`src/rtl/alu_sequencer_pkg.sv`:
```
// Shared opcode and sequencer-state types for the ALU sequencer slice.
// Also holds the opcode-issue rules used when a request is accepted.
package alu_sequencer_pkg;

    typedef enum logic [4:0] {
        FnMem = 5'd0,
        FnADD = 5'd1,
        FnSUB = 5'd2,
        FnAND = 5'd3,
        FnOR  = 5'd4,
        FnNOT = 5'd5,
        FnLSL = 5'd6,
        FnLSR = 5'd7,
        FnNOP = 5'd31
    } fn_e;

    typedef enum logic [1:0] {
        IDLE  = 2'd0,
        EXEC  = 2'd1,
        SHIFT = 2'd2,
        DONE  = 2'd3
    } seq_state_e;

    // Bit positions inside the {N,C,V,Z} flag nibble
    localparam int FLAG_N = 3;
    localparam int FLAG_C = 2;
    localparam int FLAG_V = 1;
    localparam int FLAG_Z = 0;

    function automatic logic is_shift(input fn_e op);
        return (op == FnLSL) || (op == FnLSR);
    endfunction

    // Opcode actually presented to the ALU for a freshly accepted request
    function automatic fn_e issue_op(input fn_e op, input logic shamt_zero);
        fn_e res;
        case (op)
            FnMem, FnADD, FnSUB, FnAND, FnOR, FnNOT, FnNOP: res = op;
            FnLSL, FnLSR: res = shamt_zero ? FnMem : op;
            default: res = FnNOP;
        endcase
        return res;
    endfunction

endpackage

```
`src/rtl/alu_sequencer.sv`:
```
// Request/response sequencer that drives an external ALU: single-pass ops
// take one EXEC cycle, shifts iterate one bit per SHIFT cycle.
module alu_sequencer
    import alu_sequencer_pkg::*;
#(
    parameter int WIDTH = 16,
    parameter int SHW   = 4
) (
    input  logic             Clock,
    input  logic             nReset,
    input  logic             ReqValid,
    output logic             ReqReady,
    input  fn_e              ReqOp,
    input  logic [WIDTH-1:0] ReqA,
    input  logic [WIDTH-1:0] ReqB,
    input  logic [SHW-1:0]   ReqShamt,
    output logic [WIDTH-1:0] AluOp1,
    output logic [WIDTH-1:0] AluOp2,
    output fn_e              AluOpCode,
    input  logic [WIDTH-1:0] AluResult,
    input  logic [3:0]       AluFlags,
    output logic             RspValid,
    input  logic             RspReady,
    output logic [WIDTH-1:0] RspResult,
    output logic [3:0]       RspFlags,
    output logic             Busy
);

    seq_state_e       state_reg, state_next;
    fn_e              op_reg;
    logic [WIDTH-1:0] a_reg;
    logic [WIDTH-1:0] b_reg;
    logic [WIDTH-1:0] w_reg;
    logic [SHW-1:0]   cnt_reg;
    logic [WIDTH-1:0] result_reg;
    logic [3:0]       flags_reg;

    logic             accept;
    logic             shamt_zero;
    logic             shift_last;
    logic             capture;
    logic [3:0]       flags_next;
    logic             alu_z_unused;

    assign accept     = (state_reg == IDLE) && ReqValid;
    assign shamt_zero = (ReqShamt == '0);
    assign shift_last = (cnt_reg == SHW'(1));
    assign capture    = (state_reg == EXEC) || ((state_reg == SHIFT) && shift_last);

    // Z is rebuilt from the result rather than trusted from the ALU
    assign alu_z_unused = AluFlags[FLAG_Z];
    always_comb begin
        flags_next         = AluFlags;
        flags_next[FLAG_Z] = (AluResult == '0);
    end

    always_ff @(posedge Clock) begin
        if (!nReset) begin
            state_reg <= IDLE;
        end else begin
            state_reg <= state_next;
        end
    end

    always_comb begin
        state_next = state_reg;
        case (state_reg)
            IDLE: begin
                if (ReqValid) begin
                    state_next = (is_shift(ReqOp) && !shamt_zero) ? SHIFT : EXEC;
                end
            end
            EXEC:  state_next = DONE;
            SHIFT: begin
                if (shift_last) begin
                    state_next = DONE;
                end
            end
            DONE: begin
                if (RspReady) begin
                    state_next = IDLE;
                end
            end
            default: state_next = IDLE;
        endcase
    end

    always_comb begin
        ReqReady  = (state_reg == IDLE);
        Busy      = (state_reg != IDLE);
        RspValid  = (state_reg == DONE);
        AluOp1    = '0;
        AluOp2    = '0;
        AluOpCode = FnNOP;
        case (state_reg)
            EXEC: begin
                AluOp1    = a_reg;
                AluOp2    = b_reg;
                AluOpCode = op_reg;
            end
            SHIFT: begin
                AluOp1    = w_reg;
                AluOpCode = op_reg;
            end
            default: ;
        endcase
    end

    always_ff @(posedge Clock) begin
        if (!nReset) begin
            op_reg     <= FnNOP;
            a_reg      <= '0;
            b_reg      <= '0;
            w_reg      <= '0;
            cnt_reg    <= '0;
            result_reg <= '0;
            flags_reg  <= '0;
        end else begin
            if (accept) begin
                op_reg  <= issue_op(ReqOp, shamt_zero);
                a_reg   <= ReqA;
                b_reg   <= ReqB;
                w_reg   <= ReqA;
                cnt_reg <= ReqShamt;
            end
            if (state_reg == SHIFT) begin
                w_reg   <= AluResult;
                cnt_reg <= cnt_reg - SHW'(1);
            end
            if (capture) begin
                result_reg <= AluResult;
                flags_reg  <= flags_next;
            end
        end
    end

    assign RspResult = result_reg;
    assign RspFlags  = flags_reg;

endmodule

```
`config.mk`:
```
export PLATFORM = sky130hd
export DESIGN_NAME = alu_sequencer
export DESIGN_NICKNAME = d
export VERILOG_FILES = /design/src/rtl/alu_sequencer_pkg.sv /design/src/rtl/alu_sequencer.sv
export SDC_FILE = /design/constraint.sdc
export NUM_CORES = 1
export LEC_CHECK = 0
export BUFFER_PORTS_ARGS = -buffer_cell sky130_fd_sc_hd__buf_2
export CORE_MARGIN = 2
export CORE_UTILIZATION = 40
export DETAILED_ROUTE_END_ITERATION = 7
export GPL_TIMING_DRIVEN = 0
export HOLD_SLACK_MARGIN = 0.12
export PLACE_DENSITY_LB_ADDON = 0.1
export SKIP_LAST_GASP = 1
export SYNTH_ARGS = -nofsm -noshare
export SYNTH_HDL_FRONTEND = slang
export SYNTH_SLANG_ARGS = --single-unit
```
`constraint.sdc`:
```
create_clock -name Clock -period 2.85 [get_ports Clock]
set_input_delay 0.4275 -clock Clock [delete_from_list [all_inputs] [get_ports Clock]]
set_output_delay 0.4275 -clock Clock [all_outputs]
set_load 0.03 [all_outputs]
```
### Yosys cells after proc, flatten, opt, wreduce, memory -nomap -nowiden

Cells that the tools add are included.

* word-level logic and storage cells: 54
* input port bits: 65
* bits in registers: 79

* reduce and logical (&&, ||, !) cells: 16
* add/subtract/negate cells: 1
* equal/unequal tests: 15
* mux-type cells: 14

Operator list (count)
* two-way mux 16 bit: 3
* case mux 16 bit (2 select lines): 1
* == test 5 x 3 -> 1 bit, second input constant: 4
* zero test 16 bit: 1
* == test 5 x 2 -> 1 bit, second input constant: 2
* two-way mux 5 bit: 2
* case mux 5 bit (2 select lines): 1
* two-way mux 2 bit: 4
* two-way mux 4 bit: 2
* case mux 2 bit (4 select lines): 1
* OR reduction 7 bit: 1
* == test 5 x 1 -> 1 bit, second input constant: 1
* == test 5 bit, second input constant: 1
* zero test 5 bit: 1
* == test 2 bit, second input constant: 2
* == test 4 x 1 -> 1 bit, second input constant: 1
* zero test 4 bit: 1
* != test 2 bit, second input constant: 2
* nonzero test 2 bit: 2
* OR reduction 2 bit: 2
* subtractor 4 x 1 -> 4 bit, second input constant: 1
* logical AND 1 bit: 3
* AND reduction 3 bit: 1
* == test 2 x 1 -> 1 bit, second input constant: 1
* other kinds (4): 5

### Logic depth before layout (Yosys ltp)

Gate-level depths: netlist of run 1.

* depth after elaboration: 6
* depth in mapped cells: 8
* depth with buffers taken out: 5

### Worst setup path before layout of run 1

Ideal clock, no wire load.

* kind: reg2out
* start: register state_reg[0]
* end: output AluOp1[10]
* arrival: 1641 ps
* path slack: 782 ps
* cell stages (with the launch flop): 7
* path through: dfxtp_1 > inv_1 > ha_1 > buf_2 > buf_1 > a22oi_1 > nor2b_1

* longest elaborated chain between the ends: 2
* elaborated cells on any way between the ends: 3
* classes of those cells: eq/ne: 2; mux: 1

Ends and longest elaborated chain
* start: declaration: RTL line alu_sequencer.sv:29 `seq_state_e state_reg, state_next;`
* start signal: assignment: RTL line alu_sequencer.sv:61 `state_reg <= state_next;`
* == test 2 bit or == test 2 x 1 -> 1 bit (tied branches): RTL line alu_sequencer.sv:95 `case (state_reg)`
* case mux 16 bit (2 select lines) (*): RTL line alu_sequencer.sv:95
* end: declaration: RTL line alu_sequencer.sv:17 `output logic [WIDTH-1:0] AluOp1,`

Mark *: on every way between the ends. The rest lies on a longest branch, timed or not.

### Final worst setup path of run 1

* start: register state_reg[0]
* end: output AluOp1[11]

The elaborated chain is that of the path after synthesis.

==> out/qor.yml, run 1 <==
setup_path:
  worstReg2RegEnd: "w_reg[14]"
  cp.arrival_ns: 2.24
  worstSetupStartpointType: "register"
  cp-end-kind: "primary output"
  timing.critical_path.fanout_max: 10
  r2r.worst_path.cells: 7
  ff_to_ff_setup_slack_ns: 0.86
  crit-reg2reg-launch: "state_reg[0]"
  timing_worst_setup_path_type: "reg -> out"
  cp_data_required_time_ns: 2.42
hold_path:
  holdCritPathClass: "in -> reg"
  worst_hold_path.num_cells: 3
  hp-start: "ReqB[8]"
  worst_hold_path.endpoint: "b_reg[8]"
logic_synthesis:
  synthesis.instances: 451
  post-synth-top-area-cell: "sky130_fd_sc_hd__dfxtp_1"
  post_synth.cell_area_avg_um2: 7.83
  netlist_top_cells_count: "81 x sky130_fd_sc_hd__nand2_1, 79 x sky130_fd_sc_hd__dfxtp_1, 52 x sky130_fd_sc_hd__a21oi_1"
  synth_top_cells_by_area: "sky130_fd_sc_hd__dfxtp_1 45%, sky130_fd_sc_hd__nand2_1 8.6%, sky130_fd_sc_hd__a21oi_1 7.4%"
  post_synth_adder_cell_area_pct: 2.12
  multiplexer_fraction_of_the_synthesized_cell_area_pct: 0
  ys_seq_area_share_pct: 44.8
  netlist.area_leader.share_pct: 44.8
  synth_top_family_by_area: "compound AO/OA/AOI/OAI gates"
  synth_fp_nets: 522
  synth_compound_gate_area_share_pct: 23.8
  synth_seq_cells: 79
  number_of_synthesized_flops_with_an_enable_pin: 0
  count_leader_synth: "sky130_fd_sc_hd__nand2_1"
  yosys.cell_types.count: 35
  synth-simple-area-share_pct: 23.8
  synth_top_flop_cell: "sky130_fd_sc_hd__dfxtp_1"
  synth_xor_xnor_area_share_pct: 0
  asyncSetResetFlopFracSynth_pct: 0
  synthesis.area_um2: 3530
  synthesis.yosys.warnings: 0
cells_and_area:
  area_delta_synth_final_pct: 27.5
  fin_nets: 655
  num_antenna_cells: 0
  utilization_pct: 52.2
  nFillCells: 883
  drive_gt1_share_pct: 25.3
floorplan:
  fp.dieW_um: 98.0
  die-area_um2: 9600
  initial_core_utilization_pct: 40.9
  fp-row-count: 34
  floorplan.core_area_um2: 8640
  die_y_um: 98.0
  top_level_ports: 125
clocking:
  h_tree_lvls: 3
  cts_resized: 0
  tritoncts_num_sinks: 79
  clock_tree_from_tritoncts: "done"
  cts_buffer_depth: 2
  total_of_hold_buffers_inserted_after_clock_tree_synthesis: 0
  root_buffer: "sky130_fd_sc_hd__clkbuf_8"
  cts_made_buffers: 9
  worst_skew_pair.late_latency_ns: 0.35
  cts_setup_buffers: 0
  path_clk_slew_ns: 0.08
power:
  power.leakage_nw: 1.88
  power.ir.vdd_worst_mv: 0.345
  power_per_cell_area_nw_per_um2: 904
drt:
  viasPerCell: 5.35
  num_vias: 3728
  post-route-drc-count: 0
  initialDrtViolationCount: 180
  drt-total-wl_um: 10900
  routedWlPerCell_um: 15.6
  drt-pass1-iter-count: 5
  count_of_nets_left_with_antenna_violations_after_detail_routing: 0
global_routing:
  gr-usage-all-layers_pct: 22.9
  global_route.usage.met3_pct: 4.37
  gr-usage-met2_pct: 37.8
  grt_first_pass_wirelength_um: 17600
  global_route.overflow_total: 0
  antenna_found_initial: 0
  grt.met1_usage_pct: 30.5
  grt_max_degree: 13
  grt.busiest_layer: "met2"
  vias_in_the_first_global_route: 3550
run_status:
  status: "completed"
sta:
  fmax_mhz: 374
  timing_worst_slew_pin_value_ns: 0.645
  setup_tns_ns: 0
  grt_setup_unrepaired: "false"
  post-route-period-util_pct: 93.7
  maxSlewViolCount: 0
  period_minus_slack_ns: 2.67
  hold_violations: 0
  relSlewSlack_pct: 57.0
  report.final.setup_viol: 0
  fin_worst_skew_ns: 0.00713
run:
  cap_viol_max_count: 0
place:
  place_congestion: 0.791
  dp.final_hpwl_um: 8050
  io_buffer_count: 122
==> worst max path at each step <==
stage	from	endpoint	slack, ns	cells past startpoint
final	state_reg[0]	AluOp1[11]	0.18	7
after detailed placement	state_reg[0]	AluOp1[6]	0.51	6
after CTS	state_reg[0]	AluOp1[6]	0.12	6
after global routing	state_reg[0]	AluOp1[11]	0.006	7
after floorplan	state_reg[0]	AluOp1[10]	0.78	6
after global placement	state_reg[0]	AluOp1[12]	0.54	7
==> cell usage in the layout (no fill, tap or decap), drive strengths merged, types with 5 or more instances in the layout <==
cell	instances
nand3	23
a31oi	20
nand2b	5
nand2	81
nor2b	20
nor2	5
nor3	5
a22oi	16
and2	17
buf	130
clkbuf	45
inv	9
a21oi	52
ha	6
o21ai	44
dfxtp	79
==> through the flow <==
stage	area (um^2)	hold WS [ns]	power, mW	worst slack [ns]	cells
3_3_place_gp	4280	0.438	3.12	0.540	681
4_1_cts	4500	0.302	4.08	0.116	697
5_1_grt	4510	0.311	4.35	0.00602	697
2_1_floorplan	3530	0.432	2.65	0.782	451
6_report	4510	0.308	4.08	0.179	697
3_5_place_dp	4280	0.442	3.15	0.507	681
==> logic make-up (layout without fill, tap and decap cells) <==
group | after synthesis | in the layout
AND/OR/NAND/NOR | 170 | 170
AO/OA/AOI/OAI | 146 | 146
flip-flops | 79 | 79
buffers and inverters | 50 | 188
adder cells (fa/ha/maj) | 6 | 6
==> per-layer routing <==
layer | up-vias | routed length [um]
met5 | - | 0
met2 | 119 | 5220
met3 | 16 | 681
li1 | 1840 | -
met1 | 1753 | 4810
met4 | 0 | 149
==> final cells by class <==
cell class | instances | area (um^2) | area share (%)
tap | 108 | 135 | 3.00
sequential | 79 | 1580 | 35.1
buffer | 40 | 161 | 3.58
multi-input combinational | 322 | 1760 | 39.0
clock inverter | 3 | 65.1 | 1.44
inverter | 10 | 37.5 | 0.833
timing repair buffer | 122 | 611 | 13.5
clock buffer | 13 | 159 | 3.53
==> worst max-delay path, cell delays in order, from the launching register on <==
cell	delay, ns
sky130_fd_sc_hd__dfxtp_1	0.37
sky130_fd_sc_hd__inv_1	0.10
sky130_fd_sc_hd__ha_1	0.22
sky130_fd_sc_hd__buf_2	0.25
sky130_fd_sc_hd__buf_1	0.43
sky130_fd_sc_hd__a22oi_1	0.20
sky130_fd_sc_hd__nor2b_1	0.14
sky130_fd_sc_hd__buf_2	0.20
==> power by group <==
part           total (mW)  internal [mW]  switching (mW)
Clock               0.937          0.541           0.396
Sequential           1.54           1.38           0.160
Combinational        1.60          0.523            1.07
Total                4.08           2.45            1.63
(Power assumes the default switching activity.)
==> inputs of run 2 (changes only) <==
--- a/config.mk
+++ b/config.mk
@@ -6,7 +6,7 @@
 export NUM_CORES = 1
 export LEC_CHECK = 0
 export BUFFER_PORTS_ARGS = -buffer_cell sky130_fd_sc_hd__buf_2
-export CORE_MARGIN = 2
+export CORE_MARGIN = 4
 export CORE_UTILIZATION = 40
 export DETAILED_ROUTE_END_ITERATION = 7
 export GPL_TIMING_DRIVEN = 0
==> run 2 against run 1 <==
Net effect: die area rose by 8.3%; count of clock-buffer cells in the layout fell by 1; utilization barely moved; sequential power barely moved; total power rose by 2.2%; worst hold slack improved by 0.013 ns.
==> out/qor.yml, run 2 (synthesis results as in run 1) <==
cells_and_area:
  num_antenna_cells: 0
  fin_nets: 655
  layout_common_cells: "128 x sky130_fd_sc_hd__buf_2, 81 x sky130_fd_sc_hd__nand2_1, 79 x sky130_fd_sc_hd__dfxtp_1"
  stdcell_count: 696
  layout.cells.most_common: "sky130_fd_sc_hd__buf_2"
  utilization_pct: 52.2
  area_delta_synth_final_pct: 28.1
  drive_gt1_share_pct: 25.2
drt:
  post-route-drc-count: 0
  drt-total-wl_um: 11100
  drt-pass1-iter-count: 4
  num_vias: 3682
  routedWlPerCell_um: 16.0
  viasPerCell: 5.29
  count_of_nets_left_with_antenna_violations_after_detail_routing: 0
  initialDrtViolationCount: 170
global_routing:
  global_route.overflow_total: 0
  antenna_found_initial: 0
  grt_first_pass_wirelength_um: 17500
  vias_in_the_first_global_route: 3517
  gr-usage-all-layers_pct: 21.4
  grt_max_degree: 13
setup_path:
  timing_worst_setup_path_type: "reg -> out"
  worstSetupStartpointType: "register"
  cp-end-kind: "primary output"
  cp.arrival_ns: 2.26
  timing.critical_path.fanout_max: 10
  cp_data_required_time_ns: 2.42
clocking:
  cts_resized: 0
  root_buffer: "sky130_fd_sc_hd__clkbuf_8"
  path_clk_slew_ns: 0.08
  tritoncts_num_sinks: 79
  cts_made_buffers: 9
  cts_buffer_depth: 2
  worst_skew_pair.late_latency_ns: 0.34
  h_tree_lvls: 3
  clock_tree_from_tritoncts: "done"
  total_of_hold_buffers_inserted_after_clock_tree_synthesis: 0
  cts_setup_buffers: 0
sta:
  period_minus_slack_ns: 2.69
  fin_worst_skew_ns: 0.00739
  grt_setup_unrepaired: "true"
  post-route-period-util_pct: 94.4
  timing_worst_slew_pin_value_ns: 0.611
  fmax_mhz: 372
  hold_violations: 0
  setup_tns_ns: 0
  maxSlewViolCount: 0
  relSlewSlack_pct: 59.2
  report.final.setup_viol: 0
place:
  io_buffer_count: 122
  place_congestion: 0.813
  dp.cells: 681
  dp.final_hpwl_um: 8260
run_status:
  status: "completed"
power:
  power.ir.vdd_worst_mv: 0.313
  power_per_cell_area_nw_per_um2: 920
  power.share.sequential_pct: 37.0
  clock_power_share_pct: 24.8
  pwr-share-comb_pct: 38.2
  power_switching_mw: 1.64
  switching_share_pct: 39.3
  power.leakage_nw: 1.89
  internal-power_mw: 2.53
floorplan:
  die_y_um: 102
  floorplan.core_area_um2: 8680
  fp-row-count: 34
  die-area_um2: 10400
  top_level_ports: 125
  initial_core_utilization_pct: 40.7
  fp.dieW_um: 102
hold_path:
  holdCritPathClass: "in -> reg"
run:
  cap_viol_max_count: 0
run 2: final timing paths:
check	from	to	slack [ns]	cells after the start
worst max-delay path	state_reg[0]	AluOp1[6]	0.16	7
worst min-delay path	ReqB[3]	b_reg[3]	0.32	3
worst max register to register	state_reg[0]	cnt_reg[0]	0.84	7
worst min register to register	b_reg[3]	b_reg[3]	0.45	2
run 2: worst max-delay path, stage by stage (launching register included):
cell	delay (ns)
sky130_fd_sc_hd__dfxtp_1	0.36
sky130_fd_sc_hd__inv_1	0.10
sky130_fd_sc_hd__ha_1	0.22
sky130_fd_sc_hd__buf_2	0.24
sky130_fd_sc_hd__buf_1	0.46
sky130_fd_sc_hd__a22oi_1	0.20
sky130_fd_sc_hd__nor2b_1	0.13
sky130_fd_sc_hd__buf_2	0.20
run 2: power groups by stage:
stage	registers [mW]	clock network [mW]	logic (mW)
finish	1.54	1.03	1.59
global route	1.58	1.10	1.76
CTS	1.54	1.05	1.60
detailed placement	1.56	0	1.59
global placement	1.55	0	1.57
floorplan	1.67	0	0.984
run 2: stage by stage:
step	hold slack, ns	instance area, um^2	setup slack, ns	total power, mW
detailed placement	0.444	4280	0.532	3.15
CTS	0.310	4520	0.157	4.18
global placement	0.438	4280	0.533	3.13
finish	0.321	4530	0.160	4.17
global route	0.312	4530	0.000102	4.44
floorplan	0.432	3530	0.782	2.65
run 2: final cells by class:
type	instances	area [um^2]
Timing Repair Buffer	122	611
Buffer	40	160
Sequential cell	79	1580
Inverter	10	37.5
Multi-Input combinational cell	322	1760
Tap cell	108	135
Clock inverter	3	90.1
Clock buffer	12	155
Fill cell	912	4150
run 2: metal layers:
metal | wire, um | track usage [%]
met5 | 0 | 0
met4 | 148 | 6.46
met3 | 595 | 3.07
met2 | 5290 | 35.0
met1 | 5100 | 29.3
